[src/rtl/game_stats_bcd.sv]
// game_stats_bcd: score / cleared-lines / level counters kept as packed BCD
// for the drawing stage. All arithmetic is digit-serial on shadow copies;
// the visible outputs change only on the single COMMIT cycle.
//
// Ports:
//   clk_i, rst_n_i        clock, asynchronous active-low reset
//   new_game_i            synchronous clear of everything, highest priority
//   lines_valid_i         line-clear event strobe, taken only while ready_o
//   lines_cnt_i[2:0]      rows cleared (1..4); other values drop the event
//   soft_drop_i           one-row soft-drop pulse (see macro below)
//   ready_o               idle, an event can be accepted this cycle
//   score_o/lines_o/level_o  packed BCD, digit 0 least significant
//   level_up_o            one-cycle pulse on the commit that raises the level
//
// Optional feature macro: GAME_STATS_SOFT_DROP_EN adds a +1 score pass per
// accepted soft_drop_i pulse. Without it soft_drop_i is ignored.
// DIGITS must be at least 4 so the 1200-point base fits.
module game_stats_bcd #(
  parameter int DIGITS          = 6,
  parameter int LINES_PER_LEVEL = 10,
  parameter int MAX_LEVEL       = 99
) (
  input  logic                  clk_i,
  input  logic                  rst_n_i,
  input  logic                  new_game_i,
  input  logic                  lines_valid_i,
  input  logic [2:0]            lines_cnt_i,
  input  logic                  soft_drop_i,
  output logic                  ready_o,
  output logic [DIGITS*4-1:0]   score_o,
  output logic [DIGITS*4-1:0]   lines_o,
  output logic [DIGITS*4-1:0]   level_o,
  output logic                  level_up_o
);

  localparam int W  = DIGITS * 4;
  localparam int LW = (MAX_LEVEL > 1) ? $clog2(MAX_LEVEL + 1) : 1;
  localparam int IW = (DIGITS > 1) ? $clog2(DIGITS) : 1;
  // to_next plus the largest event (4) must fit without wrapping
  localparam int TW = $clog2(LINES_PER_LEVEL + 4);
  localparam logic [W-1:0] NINES = {DIGITS{4'h9}};

  typedef enum logic [1:0] {IDLE, SCORE, LINES, COMMIT} state_t;

  state_t          state_q, state_d;

  logic [W-1:0]    score_q, lines_q, level_q;
  logic [LW-1:0]   lvl_q;
  logic [W-1:0]    sh_score, sh_lines;
  logic [W-1:0]    base_q;
  logic [2:0]      n_q;
  logic [LW-1:0]   pass_q;     // additions still to run after the current one
  logic [IW-1:0]   idx_q;      // digit being processed
  logic            carry_q;
  logic [TW-1:0]   to_next_q;
  logic            up_flag_q;
  logic            level_up_q;

  logic            cnt_ok, accept_ev, accept_sd, sd_pass, last_digit;
  logic [W-1:0]    base_pts;
  logic [3:0]      add_a, add_b, dig_sum;
  logic [4:0]      raw;
  logic            dig_cy;
  logic [TW-1:0]   tn_sum;

  assign ready_o    = (state_q == IDLE);
  assign score_o    = score_q;
  assign lines_o    = lines_q;
  assign level_o    = level_q;
  assign level_up_o = level_up_q;

  assign cnt_ok     = (lines_cnt_i != 3'd0) && (lines_cnt_i <= 3'd4);
  assign accept_ev  = ready_o && lines_valid_i && cnt_ok && !new_game_i;
  assign last_digit = (idx_q == IW'(DIGITS - 1));
  assign tn_sum     = to_next_q + TW'(n_q);

`ifdef GAME_STATS_SOFT_DROP_EN
  // Any lines_valid_i (even with a bad count) pre-empts a soft drop.
  assign accept_sd = ready_o && soft_drop_i && !lines_valid_i && !new_game_i;

  // Marks a soft-drop pass so SCORE goes straight to COMMIT.
  always_ff @(posedge clk_i or negedge rst_n_i) begin
    if (!rst_n_i) begin
      sd_pass <= 1'b0;
    end else if (new_game_i) begin
      sd_pass <= 1'b0;
    end else if (state_q == IDLE) begin
      sd_pass <= accept_sd;
    end
  end
`else
  logic unused_soft_drop;
  assign unused_soft_drop = soft_drop_i;
  assign accept_sd        = 1'b0;
  assign sd_pass          = 1'b0;
`endif

  always_comb begin
    base_pts = '0;
    case (lines_cnt_i)
      3'd1:    base_pts = W'(16'h0040);
      3'd2:    base_pts = W'(16'h0100);
      3'd3:    base_pts = W'(16'h0300);
      3'd4:    base_pts = W'(16'h1200);
      default: base_pts = '0;
    endcase
  end

  // One BCD digit adder shared by the SCORE and LINES phases.
  always_comb begin
    add_a = '0;
    add_b = '0;
    if (state_q == SCORE) begin
      add_a = sh_score[idx_q*4 +: 4];
      add_b = base_q[idx_q*4 +: 4];
    end else begin
      add_a = sh_lines[idx_q*4 +: 4];
      add_b = (idx_q == '0) ? {1'b0, n_q} : 4'd0;
    end
    raw = {1'b0, add_a} + {1'b0, add_b} + {4'd0, carry_q};
    if (raw > 5'd9) begin
      dig_sum = raw[3:0] + 4'd6;
      dig_cy  = 1'b1;
    end else begin
      dig_sum = raw[3:0];
      dig_cy  = 1'b0;
    end
  end

  function automatic logic [W-1:0] bin2bcd(input logic [LW-1:0] v);
    logic [W-1:0] b;
    b = '0;
    for (int i = LW - 1; i >= 0; i--) begin
      for (int d = 0; d < DIGITS; d++) begin
        if (b[d*4 +: 4] >= 4'd5) b[d*4 +: 4] = b[d*4 +: 4] + 4'd3;
      end
      b = {b[W-2:0], v[i]};
    end
    return b;
  endfunction

  always_ff @(posedge clk_i or negedge rst_n_i) begin
    if (!rst_n_i) state_q <= IDLE;
    else          state_q <= state_d;
  end

  always_comb begin
    state_d = state_q;
    case (state_q)
      IDLE:    if (accept_ev || accept_sd) state_d = SCORE;
      SCORE:   if (last_digit && pass_q == '0) state_d = sd_pass ? COMMIT : LINES;
      LINES:   if (last_digit) state_d = COMMIT;
      COMMIT:  state_d = IDLE;
      default: state_d = IDLE;
    endcase
    if (new_game_i) state_d = IDLE;
  end

  always_ff @(posedge clk_i or negedge rst_n_i) begin
    if (!rst_n_i) begin
      score_q    <= '0;
      lines_q    <= '0;
      level_q    <= '0;
      lvl_q      <= '0;
      sh_score   <= '0;
      sh_lines   <= '0;
      base_q     <= '0;
      n_q        <= '0;
      pass_q     <= '0;
      idx_q      <= '0;
      carry_q    <= 1'b0;
      to_next_q  <= '0;
      up_flag_q  <= 1'b0;
      level_up_q <= 1'b0;
    end else begin
      level_up_q <= 1'b0;
      if (new_game_i) begin
        score_q   <= '0;
        lines_q   <= '0;
        level_q   <= '0;
        lvl_q     <= '0;
        sh_score  <= '0;
        sh_lines  <= '0;
        pass_q    <= '0;
        idx_q     <= '0;
        carry_q   <= 1'b0;
        to_next_q <= '0;
        up_flag_q <= 1'b0;
      end else begin
        case (state_q)
          IDLE: begin
            if (accept_ev || accept_sd) begin
              sh_score  <= score_q;
              sh_lines  <= lines_q;
              idx_q     <= '0;
              carry_q   <= 1'b0;
              up_flag_q <= 1'b0;
              n_q       <= lines_cnt_i;
              if (accept_ev) begin
                base_q <= base_pts;
                pass_q <= lvl_q;          // L+1 passes in total
              end else begin
                base_q <= W'(1);
                pass_q <= '0;
              end
            end
          end
          SCORE: begin
            sh_score[idx_q*4 +: 4] <= dig_sum;
            carry_q <= dig_cy;
            if (last_digit) begin
              idx_q   <= '0;
              carry_q <= 1'b0;
              // carry out of the top digit: clamp; later passes re-clamp
              if (dig_cy) sh_score <= NINES;
              if (pass_q != '0) pass_q <= pass_q - 1'b1;
            end else begin
              idx_q <= idx_q + 1'b1;
            end
          end
          LINES: begin
            sh_lines[idx_q*4 +: 4] <= dig_sum;
            carry_q <= dig_cy;
            if (idx_q == '0) begin
              if (tn_sum >= TW'(LINES_PER_LEVEL)) begin
                to_next_q <= tn_sum - TW'(LINES_PER_LEVEL);
                up_flag_q <= 1'b1;
              end else begin
                to_next_q <= tn_sum;
              end
            end
            if (last_digit) begin
              idx_q   <= '0;
              carry_q <= 1'b0;
              if (dig_cy) sh_lines <= NINES;
            end else begin
              idx_q <= idx_q + 1'b1;
            end
          end
          COMMIT: begin
            score_q   <= sh_score;
            lines_q   <= sh_lines;
            up_flag_q <= 1'b0;
            if (up_flag_q && (lvl_q < LW'(MAX_LEVEL))) begin
              lvl_q      <= lvl_q + 1'b1;
              level_q    <= bin2bcd(lvl_q + 1'b1);
              level_up_q <= 1'b1;
            end
          end
          default: ;
        endcase
      end
    end
  end

endmodule
[config.mk]
export PLATFORM = sky130hd
export DESIGN_NAME = game_stats_bcd
export DESIGN_NICKNAME = d
export VERILOG_FILES = /design/src/rtl/game_stats_bcd.sv
export SDC_FILE = /design/constraint.sdc
export NUM_CORES = 1
export LEC_CHECK = 0
export ABC_AREA = 1
export CAP_MARGIN = 5
export CORE_MARGIN = 1.5
export CORE_UTILIZATION = 40
export DETAILED_ROUTE_END_ITERATION = 6
export PLACE_DENSITY = 0.57
export SYNTH_ARGS = -nofsm -noshare
export SYNTH_HDL_FRONTEND = slang
export SYNTH_SLANG_ARGS = --single-unit
[constraint.sdc]
create_clock -name clk_i -period 5.9 [get_ports clk_i]
set_input_delay 1.18 -clock clk_i [delete_from_list [all_inputs] [get_ports clk_i]]
set_output_delay 1.18 -clock clk_i [all_outputs]
set_load 0.01 [all_outputs]
==> results of run 1 <==
## cells in the mapped netlist (4+ instances only)
| cell | number |
|---|---|
| sky130_fd_sc_hd__buf_2 | 4 |
| sky130_fd_sc_hd__buf_4 | 22 |
| sky130_fd_sc_hd__nand2_1 | 202 |
| sky130_fd_sc_hd__nand3_1 | 90 |
| sky130_fd_sc_hd__xor2_1 | 5 |
| sky130_fd_sc_hd__dfrtp_1 | 137 |
| sky130_fd_sc_hd__o21ai_0 | 119 |
| sky130_fd_sc_hd__o211ai_1 | 11 |
| sky130_fd_sc_hd__a21oi_2 | 5 |
| sky130_fd_sc_hd__a22oi_1 | 7 |
| sky130_fd_sc_hd__o211ai_2 | 4 |
| sky130_fd_sc_hd__nand3_2 | 5 |
| sky130_fd_sc_hd__inv_2 | 7 |
| sky130_fd_sc_hd__inv_1 | 144 |
| sky130_fd_sc_hd__clkbuf_1 | 33 |
| sky130_fd_sc_hd__nand4_1 | 13 |
| sky130_fd_sc_hd__o21ai_1 | 11 |
| sky130_fd_sc_hd__a21oi_1 | 93 |
| sky130_fd_sc_hd__ha_1 | 30 |
| sky130_fd_sc_hd__a31oi_1 | 4 |
| sky130_fd_sc_hd__o22ai_1 | 25 |
| sky130_fd_sc_hd__nand2_2 | 15 |
| sky130_fd_sc_hd__o21ai_2 | 7 |
| sky130_fd_sc_hd__nor2_1 | 56 |
## how the worst max path moves through the flow
stage	startpoint	endpoint	slack, ns
2_1_floorplan	lvl_q[0]	level_o[2]	1.71
3_3_place_gp	lines_cnt_i[1]	pass_q[0]	1.29
3_5_place_dp	lines_cnt_i[1]	pass_q[1]	1.26
4_1_cts	lvl_q[0]	level_o[2]	1.25
5_1_grt	lvl_q[0]	level_o[2]	0.74
6_report	lvl_q[0]	level_o[2]	1.26
## through the flow
stage               instances  power, mW  cell area [sq um]    util  hold WS [ns]
finish                   1435      4.607               9798  0.4691        0.4742
global route             1435      4.977               9798  0.4691        0.5289
CTS                      1435      4.603               9798  0.4691        0.4856
detailed placement       1404      3.598               9250  0.4428        0.4648
global placement         1404      3.590               9250  0.4428        0.4704
floorplan                1118      2.959               8523       -        0.4367
## final cells by class
cell class	count	share of cell area
clock buffer	19	0.04623
tap	275	0.03512
clock inverter	12	0.009705
multi-input combinational	763	0.4252
sequential	137	0.3499
inverter	153	0.05887
timing repair buffer	76	0.07496
## registers in the layout, indices dropped and copies added, names as in the netlist, 4 cells and up
name and cells:
pass_q 7, base_q 4, lvl_q 7, level_o 8, sh_lines 24, lines_o 24, score_o 24, to_next_q 4
sh_score 24
## critical path, delay by kind of cell (launching register included)
family	cells	cell delay (ns)
and+or+nand+nor	20	2.35
xor gates and xnor gates	1	0.22
DFF	1	0.49
adders and majority gates	5	1.06
buffers and inverters	6	0.40
## layer usage
layer | vias up | track usage
met5 | - | 0
met4 | 0 | 0.07079
met3 | 37 | 0.03558
met1 | 3572 | 0.3559
li1 | 3745 | -
met2 | 277 | 0.3435
## report_power, final
group | total (mW) | switching [mW] | leakage [nW] | internal, mW
Combinational | 2.28 | 1.57 | 2.43 | 0.704
Clock | 0.992 | 0.431 | 0.254 | 0.561
Sequential | 1.34 | 0.173 | 1.86 | 1.17
## cell families after synthesis
family                   Yosys count  synth area share
AO/OA/AOI/OAI                    302            0.2043
flip-flops                       137            0.4047
multiplexers                       1          0.001329
buffers and inverters            218            0.1099
other                              1         0.0004427
XOR/XNOR                           7          0.008125
adder cells (fa/ha/maj)           33           0.05140
AND/OR/NAND/NOR                  405            0.2198
==> out/metrics.json, run 1 <==
{
  "worst_hold_path": {
    "min_from": "base_q[12]",
    "min_path_cells": 2,
    "min-delay-path-class": "reg2reg",
    "hold_path_end": "base_q[12]"
  },
  "setup_path": {
    "cp_data_required_time_ns": 6.22,
    "critical_path_peak_fanout": 8,
    "timing.critical_path.arrival_ns": 4.96,
    "r2r.worst_path.cells": 32,
    "worst_path_max_delay_cell": "sky130_fd_sc_hd__dfrtp_1",
    "setup.worst_path.start_class": "flop",
    "crit_type": "reg2reg",
    "worstReg2RegEnd": "level_o[2]",
    "r2r_slack_ns": 1.26,
    "worst_path_most_repeated_cell": "sky130_fd_sc_hd__inv_1",
    "critical-path-max-stage-delay_ns": 0.49,
    "beginning_of_the_worst_register_to_register_path": "lvl_q[0]",
    "cp-end-kind": "flop"
  },
  "cts": {
    "hold_fix_buffers_at_cts": 0,
    "cts_setup_buffers": 0,
    "cts_buffer_depth": 2,
    "postCtsResizedCells": 0,
    "clock-sinks": 137,
    "htree_levels": 4,
    "clk-insertion-delay-late_ns": 0.43,
    "clkSlewWorstSetupHoldPaths_ns": 0.06,
    "total_cts_buffers": 17,
    "cts_tree": "yes",
    "cts_root_buf": "sky130_fd_sc_hd__clkbuf_16"
  },
  "global_routing": {
    "grt-ovfl-total": 0,
    "initial_antenna_violation_count": 0,
    "grt_pass1_vias": 7310,
    "grt_pass1_wl_um": 40230,
    "grtUsageTotal": 0.2350,
    "grt_max_degree": 102
  },
  "power_and_ir_drop": {
    "pwr_density_cell_nw_per_um2": 470.2,
    "vdd_ir_drop_max_v": 0.0002944,
    "power_leakage_nw": 4.541
  },
  "sta": {
    "worstMarginPinSlew_ns": 1.018,
    "fmax_mhz": 215.4,
    "finalSetupViolations": 0,
    "report.final.hold_viol_count": 0,
    "timing.setup.tns_ns": 0,
    "finalWorstPathRequiredPeriod_ns": 4.643,
    "setup_slack_ns": 1.257,
    "drv_slew": 0,
    "timing.final.crit_share": 0.7870,
    "slew_headroom": 0.3153,
    "grt_setup_unrepaired": "false",
    "fin_skew_ns": 0.01244
  },
  "detailed_routing": {
    "wl_per_cell_um": 17.21,
    "wl_on_met1_um": 12230,
    "first_drt_iteration_drcs": 564,
    "routed.top_layer": "met4",
    "routed_wirelength_um": 24690,
    "drt_pre_antenna_iters": 5,
    "vias_per_cell": 5.318,
    "routed-via-count": 7631,
    "wl_met3_um": 1518,
    "drtAntennaViolNets": 0,
    "wl_met2_um": 10480,
    "post-route-drc-count": 0
  },
  "layout": {
    "layout_common_cells": "sky130_fd_sc_hd__nand2_1 (202), sky130_fd_sc_hd__inv_1 (144), sky130_fd_sc_hd__dfrtp_1 (137), sky130_fd_sc_hd__o21ai_0 (119), sky130_fd_sc_hd__a21oi_1 (93)",
    "area_growth_pct": 15.67,
    "num-fill-cells": 2099,
    "multi_input_comb_area_sq_um": 4167,
    "drive_above_1_share": 0.09224,
    "ant_diodes": 0,
    "finalNetCount": 1189,
    "seq_cell_area_sq_um": 3428,
    "layout.cells.most_common": "sky130_fd_sc_hd__nand2_1"
  },
  "floorplanning": {
    "floorplan.die_area_sq_um": 22060,
    "die_y_um": 148.5,
    "pin_count": 82,
    "die_width_um": 148.5,
    "core-area_sq_um": 20890,
    "placementRows": 53,
    "initial_cell_density_of_the_core": 0.4055
  },
  "synthesis": {
    "async_reset_ff_frac": 1.000,
    "synth.yosys.seq_area_share": 0.4047,
    "synth_enable_flop_cells": 0,
    "synth_area_leader_cell": "sky130_fd_sc_hd__dfrtp_1",
    "yosysWarnings": 0,
    "postSynthRegisterBits": 137,
    "synthesized_instance_count": 1104,
    "synth_area_leaders": "sky130_fd_sc_hd__dfrtp_1 (40%), sky130_fd_sc_hd__nand2_1 (9.0%), sky130_fd_sc_hd__o21ai_0 (7.0%)",
    "syn_avg_cell_area_sq_um": 7.673,
    "total_standard_cell_area_after_synthesis_sq_um": 8471,
    "synth.top_cell.area_share": 0.4047,
    "netlist-cell-type-count": 56,
    "synth_flop_cell": "sky130_fd_sc_hd__dfrtp_1"
  },
  "place": {
    "place_congestion": 0.9368,
    "placement.setup.worst_slack_ns": 1.261,
    "place.port_buffers": 65,
    "dp.final_hpwl_um": 17830
  },
  "status": {
    "run_status": "finished clean"
  },
  "job": {
    "max-cap-violations": 0
  }
}
Note: power is estimated with default switching activity, not from simulation.
==> inputs of run 2 (changes only) <==
Settings changed: PLACE_DENSITY 0.57 to 0.6.
Clock period 5.9 ns to 3.85 ns, I/O delays scaled along.
==> run 2 against run 1 <==
Via count grew 5.6%. Utilization grew 4.6 points. Combinational power rose by 75%. Clock skew down 0.0021 ns.
==> out/metrics.json, run 2 (same netlist as run 1, synthesis figures left out) <==
{
  "power_and_ir_drop": {
    "internal-power": {"value": 4.126, "unit": "mW", "change": "was 2.431 mW"},
    "pwr-share-seq": {"value": 0.268, "change": "was 0.291"},
    "total_power_draw": {"value": 7.660, "unit": "mW", "change": "was 4.607 mW"},
    "swShare": {"value": 0.4613, "change": "was 0.4724"},
    "vdd_ir_drop_max": {"value": 0.0004961, "unit": "V", "change": "was 0.0002944 V"},
    "power_leakage": {"value": 4.993, "unit": "nW", "change": "was 4.541 nW"},
    "combPwrFrac": {"value": 0.519, "change": "was 0.494"},
    "netSwitchingPower": {"value": 3.534, "unit": "mW", "change": "was 2.177 mW"},
    "pwr_density_cell": {"value": 711.6, "unit": "nW/um^2", "change": "was 470.2 nW/um^2"},
    "p_clk_frac": {"value": 0.213, "change": "was 0.215"}
  },
  "setup_path": {
    "timing.critical_path.arrival": {"value": 4.14, "unit": "ns", "change": "was 4.96 ns"},
    "worst_path_most_repeated_cell": {"value": "sky130_fd_sc_hd__nand2_2", "change": "was sky130_fd_sc_hd__inv_1"},
    "cp_data_required_time": {"value": 4.16, "unit": "ns", "change": "was 6.22 ns"},
    "path_buf_inv": {"value": 6, "change": "unchanged"},
    "worst_path_max_delay_cell": {"value": "sky130_fd_sc_hd__dfrtp_2", "change": "was sky130_fd_sc_hd__dfrtp_1"},
    "setup.worst_path.start": {"value": "lvl_q[1]", "change": "was lvl_q[0]"},
    "critical-path-max-stage-delay": {"value": 0.44, "unit": "ns", "change": "was 0.49 ns"},
    "critical_path_peak_fanout": {"value": 4, "change": "was 8"},
    "setup.worst_path.start_class": {"value": "flop", "change": "unchanged"},
    "worst_path_dominant_cell_family": {"value": "simple AND/OR/NAND/NOR gates", "change": "unchanged"},
    "beginning_of_the_worst_register_to_register_path": {"value": "lvl_q[1]", "change": "was lvl_q[0]"},
    "cp-end-kind": {"value": "flop", "change": "unchanged"},
    "crit_type": {"value": "reg2reg", "change": "unchanged"}
  },
  "detailed_routing": {
    "drtAntennaViolNets": {"value": 0, "change": "unchanged"},
    "post-route-drc-count": {"value": 0, "change": "unchanged"},
    "first_drt_iteration_drcs": {"value": 622, "change": "was 564"},
    "routed-via-count": {"value": 8055, "change": "was 7631"},
    "drt_pre_antenna_iters": {"value": 5, "change": "unchanged"},
    "routed_wirelength": {"value": 26470, "unit": "um", "change": "was 24690 um"},
    "wl_per_cell": {"value": 17.40, "unit": "um", "change": "was 17.21 um"},
    "vias_per_cell": {"value": 5.296, "change": "was 5.318"}
  },
  "cts": {
    "cts_root_buf": {"value": "sky130_fd_sc_hd__clkbuf_16", "change": "unchanged"},
    "htree_levels": {"value": 4, "change": "unchanged"},
    "cts_tree": {"value": "yes", "change": "unchanged"},
    "cts_buffer_depth": {"value": 2, "change": "unchanged"},
    "clk-insertion-delay-late": {"value": 0.43, "unit": "ns", "change": "about the same"},
    "clkSlewWorstSetupHoldPaths": {"value": 0.06, "unit": "ns", "change": "about the same"},
    "clock-sinks": {"value": 137, "change": "unchanged"},
    "total_cts_buffers": {"value": 17, "change": "unchanged"},
    "hold_fix_buffers_at_cts": {"value": 0, "change": "unchanged"}
  },
  "sta": {
    "slew_headroom": {"value": 0.2926, "change": "was 0.3153"},
    "report.final.hold_viol_count": {"value": 0, "change": "unchanged"},
    "drv_slew": {"value": 0, "change": "unchanged"},
    "finalWorstPathRequiredPeriod": {"value": 3.833, "unit": "ns", "change": "was 4.643 ns"},
    "timing.final.crit_share": {"value": 0.9956, "change": "was 0.7870"},
    "worstMarginPinSlew": {"value": 1.060, "unit": "ns", "change": "was 1.018 ns"},
    "finalSetupViolations": {"value": 0, "change": "unchanged"},
    "fin_skew": {"value": 0.01032, "unit": "ns", "change": "was 0.01244 ns"},
    "fmax": {"value": 260.9, "unit": "MHz", "change": "was 215.4 MHz"},
    "grt_setup_unrepaired": {"value": "true", "change": "was false"}
  },
  "global_routing": {
    "grt_max_degree": {"value": 55, "change": "was 102"},
    "grtUsageTotal": {"value": 0.2430, "change": "was 0.2350"},
    "grt-ovfl-total": {"value": 0, "change": "unchanged"},
    "grt_pass1_vias": {"value": 7457, "change": "was 7310"},
    "initial_antenna_violation_count": {"value": 1, "change": "was 0"},
    "grt_pass1_wl": {"value": 41480, "unit": "um", "change": "was 40230 um"}
  },
  "status": {
    "run_status": {"value": "finished clean", "change": "unchanged"}
  },
  "floorplanning": {
    "die_y": {"value": 148.5, "unit": "um", "change": "unchanged"},
    "floorplan.die_area": {"value": 22060, "unit": "sq um", "change": "unchanged"},
    "initial_cell_density_of_the_core": {"value": 0.4055, "change": "unchanged"},
    "placementRows": {"value": 53, "change": "unchanged"},
    "pin_count": {"value": 82, "change": "unchanged"},
    "core-area": {"value": 20890, "unit": "sq um", "change": "unchanged"},
    "die_width": {"value": 148.5, "unit": "um", "change": "unchanged"}
  },
  "layout": {
    "num-fill-cells": {"value": 2039, "change": "was 2099"},
    "post_route_core_utilization": {"value": 0.5153, "change": "was 0.4691"},
    "drive_above_1_share": {"value": 0.1934, "change": "was 0.09224"},
    "ant_diodes": {"value": 0, "change": "unchanged"},
    "layout_common_cells": {"value": "sky130_fd_sc_hd__nand2_1 (186), sky130_fd_sc_hd__inv_1 (138), sky130_fd_sc_hd__dfrtp_1 (133), sky130_fd_sc_hd__o21ai_0 (118)", "change": "was sky130_fd_sc_hd__nand2_1 (202), sky130_fd_sc_hd__inv_1 (144), sky130_fd_sc_hd__dfrtp_1 (137), sky130_fd_sc_hd__o21ai_0 (119), sky130_fd_sc_hd__a21oi_1 (93)"},
    "finalNetCount": {"value": 1274, "change": "was 1189"},
    "area_growth": {"value": 27.08, "unit": "%", "change": "was 15.67%"},
    "layout.cells.most_common": {"value": "sky130_fd_sc_hd__nand2_1", "change": "unchanged"}
  },
  "worst_hold_path": {
    "min-delay-path-class": {"value": "in2async", "change": "was reg2reg"}
  },
  "place": {
    "dp.final_hpwl": {"value": 18900, "unit": "um", "change": "was 17830 um"},
    "place_congestion": {"value": 0.9641, "change": "was 0.9368"},
    "place.port_buffers": {"value": 65, "change": "unchanged"}
  },
  "job": {
    "max-cap-violations": {"value": 0, "change": "unchanged"}
  }
}
==> run 2: what timing repair did <==
| action | in CTS | in global routing |
|---|---|---|
| setup buffers | 19 | 15 |
| resized for setup | 10 | 42 |
| setup endpoints to repair | 4 | 55 |
| pin swaps | 14 | 24 |
| gates cloned | 0 | 1 |
==> run 2: final timing paths <==
| check | end | slack (ns) | depth (start not counted) |
|---|---|---|---|
| max reg2reg | level_o[1] | 0.02 | 32 |
| max | level_o[1] | 0.02 | 32 |
| min in group clk_i | level_o[2] | 0.48 | 2 |
| min | lines_o[13] | 0.27 | 1 |
| min reg2reg | level_o[2] | 0.48 | 2 |
| max in group asynchronous | level_o[7] | 2.67 | 2 |
==> run 2: power by group through the flow <==
stage | Clock [mW] | Sequential, mW | Combinational (mW)
4_1_cts | 1.66 | 2.04 | 3.77
2_1_floorplan | 0 | 1.99 | 2.55
3_3_place_gp | 0 | 2.05 | 3.71
6_report | 1.63 | 2.05 | 3.98
5_1_grt | 1.72 | 2.09 | 4.44
3_5_place_dp | 0 | 2.06 | 3.74
==> run 2: final cells by class <==
type,count,area [sq um],area share
Tap cell,275,344.1,0.03197
Multi-Input combinational cell,764,4415,0.4102
Timing Repair Buffer,160,1406,0.1307
Inverter,153,581.8,0.05405
Clock buffer,21,460.4,0.04278
Clock inverter,11,122.6,0.01139
Sequential cell,137,3433,0.3190
==> run 2: per-layer routing <==
layer / global-route usage / part of all wire / up-vias
met1: 0.3559 / 0.47 / 3843
met5: 0 / 0.00049 / -
li1: - / - / 3927
met4: 0.06782 / 0.015 / 2
met2: 0.3660 / 0.44 / 255
met3: 0.04540 / 0.066 / 28
==> run 2: through the flow <==
step | TNS, ns | worst slack [ns] | cells | hold WS, ns | instance area [sq um]
after CTS | -0.01817 | -0.01817 | 1505 | 0.2797 | 10500
after global placement | -0.01342 | -0.01342 | 1454 | 0.4699 | 9727
after detailed placement | -0.2129 | -0.09565 | 1454 | 0.4652 | 9727
final | 0 | 0.01681 | 1521 | 0.2661 | 10760
after floorplan | 0 | 0.04244 | 1118 | 0.4367 | 8600
after global routing | -0.7559 | -0.1825 | 1521 | 0.2943 | 10760
==> inputs of run 3 (changes only) <==
Settings changed: ABC_AREA 1 to not set, ABC_CLOCK_PERIOD_IN_PS set to 3850.
==> run 3 against run 2 <==
The run now ends with setup timing left. Routed wire length shrank 4.9%. Clock power grew 6%. Sequential share of layout area shrank 1.2 points. Count of clock-buffer cells in the layout shrank 4. Sequential power shrank 12%. Synthesized cell count shrank 16%. Power shrank 17%. Final cell count shrank 11%. Register-to-register slack lost 0.92 ns. Flip-flop and latch count is the same. Synthesized area shrank 0.97%. Non-clock buffer count grew 30. Critical endpoint unchanged. Largest power group unchanged. Highest routed layer is now met4.
==> out/metrics.json, run 3 <==
{
  "status": {
    "run_status": {"value": "finished with violations", "change": "was finished clean"},
    "violated_checks": "setup timing"
  },
  "synthesis": {
    "synthesized_instance_count": {"value": 926, "change": "was 1104"},
    "total_standard_cell_area_after_synthesis": {"value": 8388, "unit": "sq um", "change": "was 8471 sq um"},
    "synth_area_leader_cell": {"value": "sky130_fd_sc_hd__dfrtp_1", "change": "unchanged"},
    "postSynthRegisterBits": {"value": 137, "change": "unchanged"},
    "synth.top_cell.area_share": {"value": 0.4087, "change": "was 0.4047"},
    "yosys.cell_count.top_type": {"value": "sky130_fd_sc_hd__nor2_1", "change": "was sky130_fd_sc_hd__nand2_1"},
    "syn_avg_cell_area": {"value": 9.058, "unit": "sq um", "change": "was 7.673 sq um"},
    "yosysWarnings": {"value": 0, "change": "unchanged"},
    "synth.yosys.seq_area_share": {"value": 0.4087, "change": "was 0.4047"},
    "synth.top_cells.by_count": {"value": "sky130_fd_sc_hd__nor2_1 (142), sky130_fd_sc_hd__dfrtp_1 (137), sky130_fd_sc_hd__o21ai_0 (93)", "change": "was sky130_fd_sc_hd__nand2_1 (202), sky130_fd_sc_hd__inv_1 (144), sky130_fd_sc_hd__dfrtp_1 (137)"},
    "synth_flop_cell": {"value": "sky130_fd_sc_hd__dfrtp_1", "change": "unchanged"},
    "netlist-cell-type-count": {"value": 72, "change": "was 56"},
    "synth_enable_flop_cells": {"value": 0, "change": "unchanged"},
    "synth_area_leaders": {"value": "sky130_fd_sc_hd__dfrtp_1 (41%), sky130_fd_sc_hd__mux2i_1 (7.0%), sky130_fd_sc_hd__nor2_1 (6.4%)", "change": "was sky130_fd_sc_hd__dfrtp_1 (40%), sky130_fd_sc_hd__nand2_1 (9.0%), sky130_fd_sc_hd__o21ai_0 (7.0%)"},
    "async_reset_ff_frac": {"value": 1.000, "change": "unchanged"}
  },
  "layout": {
    "layout_common_cells": {"value": "sky130_fd_sc_hd__nor2_1 (135), sky130_fd_sc_hd__dfrtp_1 (134), sky130_fd_sc_hd__buf_4 (113), sky130_fd_sc_hd__o21ai_0 (84), sky130_fd_sc_hd__nand2_1 (69)", "change": "was sky130_fd_sc_hd__nand2_1 (186), sky130_fd_sc_hd__inv_1 (138), sky130_fd_sc_hd__dfrtp_1 (133), sky130_fd_sc_hd__o21ai_0 (118)"},
    "finalNetCount": {"value": 1119, "change": "was 1274"},
    "post_route_core_utilization": {"value": 0.5471, "change": "was 0.5153"},
    "fin_cells": {"value": 1361, "change": "was 1521"},
    "layout.cells.most_common": {"value": "sky130_fd_sc_hd__nor2_1", "change": "was sky130_fd_sc_hd__nand2_1"},
    "ant_diodes": {"value": 0, "change": "unchanged"},
    "area_growth": {"value": 33.25, "unit": "%", "change": "was 27.08%"},
    "drive_above_1_share": {"value": 0.2502, "change": "was 0.1934"}
  },
  "sta": {
    "timing.final.crit_share": {"value": 1.236, "change": "was 0.9956"},
    "setup_slack": {"value": -0.9071, "unit": "ns", "change": "was 0.01681 ns"},
    "fmax": {"value": 210.2, "unit": "MHz", "change": "was 260.9 MHz"},
    "finalSetupViolations": {"value": 8, "change": "was 0"},
    "timing.setup.tns": {"value": -4.503, "unit": "ns", "change": "was 0 ns"},
    "worstMarginPinSlew": {"value": 0.9002, "unit": "ns", "change": "was 1.060 ns"},
    "fin_skew": {"value": 0.01920, "unit": "ns", "change": "was 0.01032 ns"},
    "grt_setup_unrepaired": {"value": "true", "change": "unchanged"},
    "slew_headroom": {"value": 0.3999, "change": "was 0.2926"},
    "holdWs": {"value": 0.3250, "unit": "ns", "change": "was 0.2661 ns"},
    "report.final.hold_viol_count": {"value": 0, "change": "unchanged"},
    "drv_slew": {"value": 0, "change": "unchanged"},
    "finalWorstPathRequiredPeriod": {"value": 4.757, "unit": "ns", "change": "was 3.833 ns"}
  },
  "place": {
    "place.port_buffers": {"value": 65, "change": "unchanged"},
    "placedCellCount": {"value": 1310, "change": "was 1454"},
    "dp.final_hpwl": {"value": 17390, "unit": "um", "change": "was 18900 um"},
    "place_congestion": {"value": 0.8962, "change": "was 0.9641"}
  },
  "power_and_ir_drop": {
    "pwr_density_cell": {"value": 565.7, "unit": "nW/um^2", "change": "was 711.6 nW/um^2"},
    "pwr-share-seq": {"value": 0.285, "change": "was 0.268"},
    "swShare": {"value": 0.4005, "change": "was 0.4613"},
    "vdd_ir_drop_max": {"value": 0.0004142, "unit": "V", "change": "was 0.0004961 V"},
    "combPwrFrac": {"value": 0.443, "change": "was 0.519"},
    "netSwitchingPower": {"value": 2.533, "unit": "mW", "change": "was 3.534 mW"},
    "internal-power": {"value": 3.791, "unit": "mW", "change": "was 4.126 mW"},
    "p_clk_frac": {"value": 0.273, "change": "was 0.213"},
    "total_power_draw": {"value": 6.323, "unit": "mW", "change": "was 7.660 mW"},
    "power_leakage": {"value": 4.747, "unit": "nW", "change": "was 4.993 nW"}
  },
  "setup_path": {
    "critical-path-max-stage-delay": {"value": 0.42, "unit": "ns", "change": "was 0.44 ns"},
    "critical_path_peak_fanout": {"value": 4, "change": "unchanged"},
    "path_buf_inv": {"value": 5, "change": "was 6"},
    "crit_type": {"value": "reg2reg", "change": "unchanged"},
    "setup.worst_path.start_class": {"value": "flop", "change": "unchanged"},
    "cp_data_required_time": {"value": 4.16, "unit": "ns", "change": "about the same"},
    "timing.critical_path.arrival": {"value": 5.07, "unit": "ns", "change": "was 4.14 ns"},
    "worst_path_most_repeated_cell": {"value": "sky130_fd_sc_hd__ha_4", "change": "was sky130_fd_sc_hd__nand2_2"},
    "worst_path_max_delay_cell": {"value": "sky130_fd_sc_hd__dfrtp_1", "change": "was sky130_fd_sc_hd__dfrtp_2"},
    "r2r.worst_path.cells": {"value": 28, "change": "was 32"},
    "cp_num_cells": {"value": 28, "change": "was 32"},
    "cp-end-kind": {"value": "flop", "change": "unchanged"},
    "worst_path_dominant_cell_family": {"value": "simple AND/OR/NAND/NOR gates", "change": "unchanged"}
  },
  "global_routing": {
    "grt.met2_usage": {"value": 0.4009, "change": "was 0.3660"},
    "grt-ovfl-total": {"value": 0, "change": "unchanged"},
    "grt_max_degree": {"value": 73, "change": "was 55"},
    "use_met1": {"value": 0.3136, "change": "was 0.3559"},
    "initial_antenna_violation_count": {"value": 0, "change": "was 1"},
    "grt_pass1_vias": {"value": 7450, "change": "was 7457"},
    "grt_pass1_wl": {"value": 40610, "unit": "um", "change": "was 41480 um"},
    "grtUsageTotal": {"value": 0.2371, "change": "was 0.2430"},
    "groute.layer.met3.usage": {"value": 0.04630, "change": "was 0.04540"},
    "top_usage_layer": {"value": "met2", "change": "unchanged"}
  },
  "worst_hold_path": {
    "min-delay-path-class": {"value": "in2async", "change": "unchanged"}
  },
  "cts": {
    "cts_root_buf": {"value": "sky130_fd_sc_hd__clkbuf_16", "change": "unchanged"},
    "clk-insertion-delay-late": {"value": 0.44, "unit": "ns", "change": "was 0.43 ns"},
    "clock-sinks": {"value": 137, "change": "unchanged"},
    "cts_tree": {"value": "yes", "change": "unchanged"},
    "clkSlewWorstSetupHoldPaths": {"value": 0.07, "unit": "ns", "change": "was 0.06 ns"},
    "total_cts_buffers": {"value": 17, "change": "unchanged"},
    "htree_levels": {"value": 4, "change": "unchanged"},
    "cts_buffer_depth": {"value": 2, "change": "unchanged"},
    "hold_fix_buffers_at_cts": {"value": 0, "change": "unchanged"}
  },
  "floorplanning": {
    "die_y": {"value": 147.8, "unit": "um", "change": "was 148.5 um"},
    "pin_count": {"value": 82, "change": "unchanged"},
    "core-area": {"value": 20430, "unit": "sq um", "change": "was 20890 sq um"},
    "floorplan.die_area": {"value": 21850, "unit": "sq um", "change": "was 22060 sq um"},
    "initial_cell_density_of_the_core": {"value": 0.4106, "change": "was 0.4055"},
    "placementRows": {"value": 52, "change": "was 53"},
    "die_width": {"value": 147.8, "unit": "um", "change": "was 148.5 um"}
  },
  "detailed_routing": {
    "drtAntennaViolNets": {"value": 0, "change": "unchanged"},
    "routed-via-count": {"value": 7565, "change": "was 8055"},
    "routed_wirelength": {"value": 25170, "unit": "um", "change": "was 26470 um"},
    "post-route-drc-count": {"value": 0, "change": "unchanged"},
    "first_drt_iteration_drcs": {"value": 634, "change": "was 622"},
    "vias_per_cell": {"value": 5.558, "change": "was 5.296"},
    "wl_per_cell": {"value": 18.50, "unit": "um", "change": "was 17.40 um"},
    "drt_pre_antenna_iters": {"value": 5, "change": "unchanged"}
  },
  "job": {
    "max-cap-violations": {"value": 0, "change": "unchanged"}
  }
}
==> run 3: cell count changes in the layout (fill, tap and decap cells not counted), sizes merged, moves of 31 or more <==
cell and delta:
a21oi -59, buf +31, inv -107, mux2i +59
nand2 -146, nand3 -68, nor2 +80, o21ai -42
==> run 3: worst register-to-register path: cells and delay by family, from the launching register on <==
| kind | cells | cell delay [ns] |
|---|---|---|
| and+or+nand+nor | 10 | 1.56 |
| AOI/OAI and AO/OA | 6 | 0.98 |
| adders and majority gates | 4 | 0.63 |
| xor gates and xnor gates | 3 | 0.52 |
| buffers and inverters | 5 | 0.51 |
| DFF | 1 | 0.42 |
==> run 3: layout make-up <==
| type | instances | area, sq um |
|---|---|---|
| Clock inverter | 15 | 180.2 |
| Inverter | 37 | 143.9 |
| Timing Repair Buffer | 190 | 1648 |
| Sequential cell | 137 | 3432 |
| Clock buffer | 17 | 425.4 |
| Fill cell | 1836 | 9253 |
| Tap cell | 270 | 337.8 |
| Multi-Input combinational cell | 695 | 5010 |
==> run 3: through the flow <==
stage               worst slack, ns  area, sq um
finish                      -0.9071        11180
global route                 -1.101        11180
CTS                         -0.9354        10850
detailed placement           -1.051        10060
global placement            -0.9302        10060
floorplan                    -1.312         8626
==> run 3: repair_timing <==
item,in CTS,in global routing
gates resized for setup,26,60
endpoints found under the hold margin,0,0
pin swaps,19,29
endpoints found under the setup margin,31,52
buffers inserted,9,13
gates cloned,0,0
==> run 3: cells by family (layout without fill, tap and decap cells) <==
logic type                 Yosys count  count (layout)  share of synthesized area
AOI/OAI and AO/OA                  234             234                     0.1792
xor gates and xnor gates            15              15                    0.01656
adders and majority gates           33              33                    0.05191
buffers and inverters              108             259                    0.05698
DFF                                137             137                     0.4087
muxes                               81              81                     0.1152
other                                1              15                  0.0004471
and+or+nand+nor                    317             317                     0.1711
==> run 3: layer usage <==
metal,part of all wire,up-vias
li1,-,3595
met1,0.44,3753
met2,0.50,196
met3,0.045,21
met4,0.012,0
met5,0,-
==> run 3: power by group through the flow <==
stage	Combinational [mW]	Clock, mW	Sequential (mW)
2_1_floorplan	1.60	0	1.77
3_3_place_gp	2.48	0	1.83
3_5_place_dp	2.51	0	1.84
4_1_cts	2.58	1.75	1.79
5_1_grt	3.05	1.82	1.83
6_report	2.80	1.72	1.80
==> run 3: final timing paths <==
check | start | endpoint | slack (ns)
setup reg to reg | lvl_q[0] | level_o[1] | -0.91
hold / removal | rst_n_i | lines_o[9] | 0.33
hold reg to reg | base_q[12] | base_q[12] | 0.51
max in group asynchronous | rst_n_i | lvl_q[2] | 2.69
setup / recovery | lvl_q[0] | level_o[1] | -0.91
min in group clk_i | base_q[12] | base_q[12] | 0.51
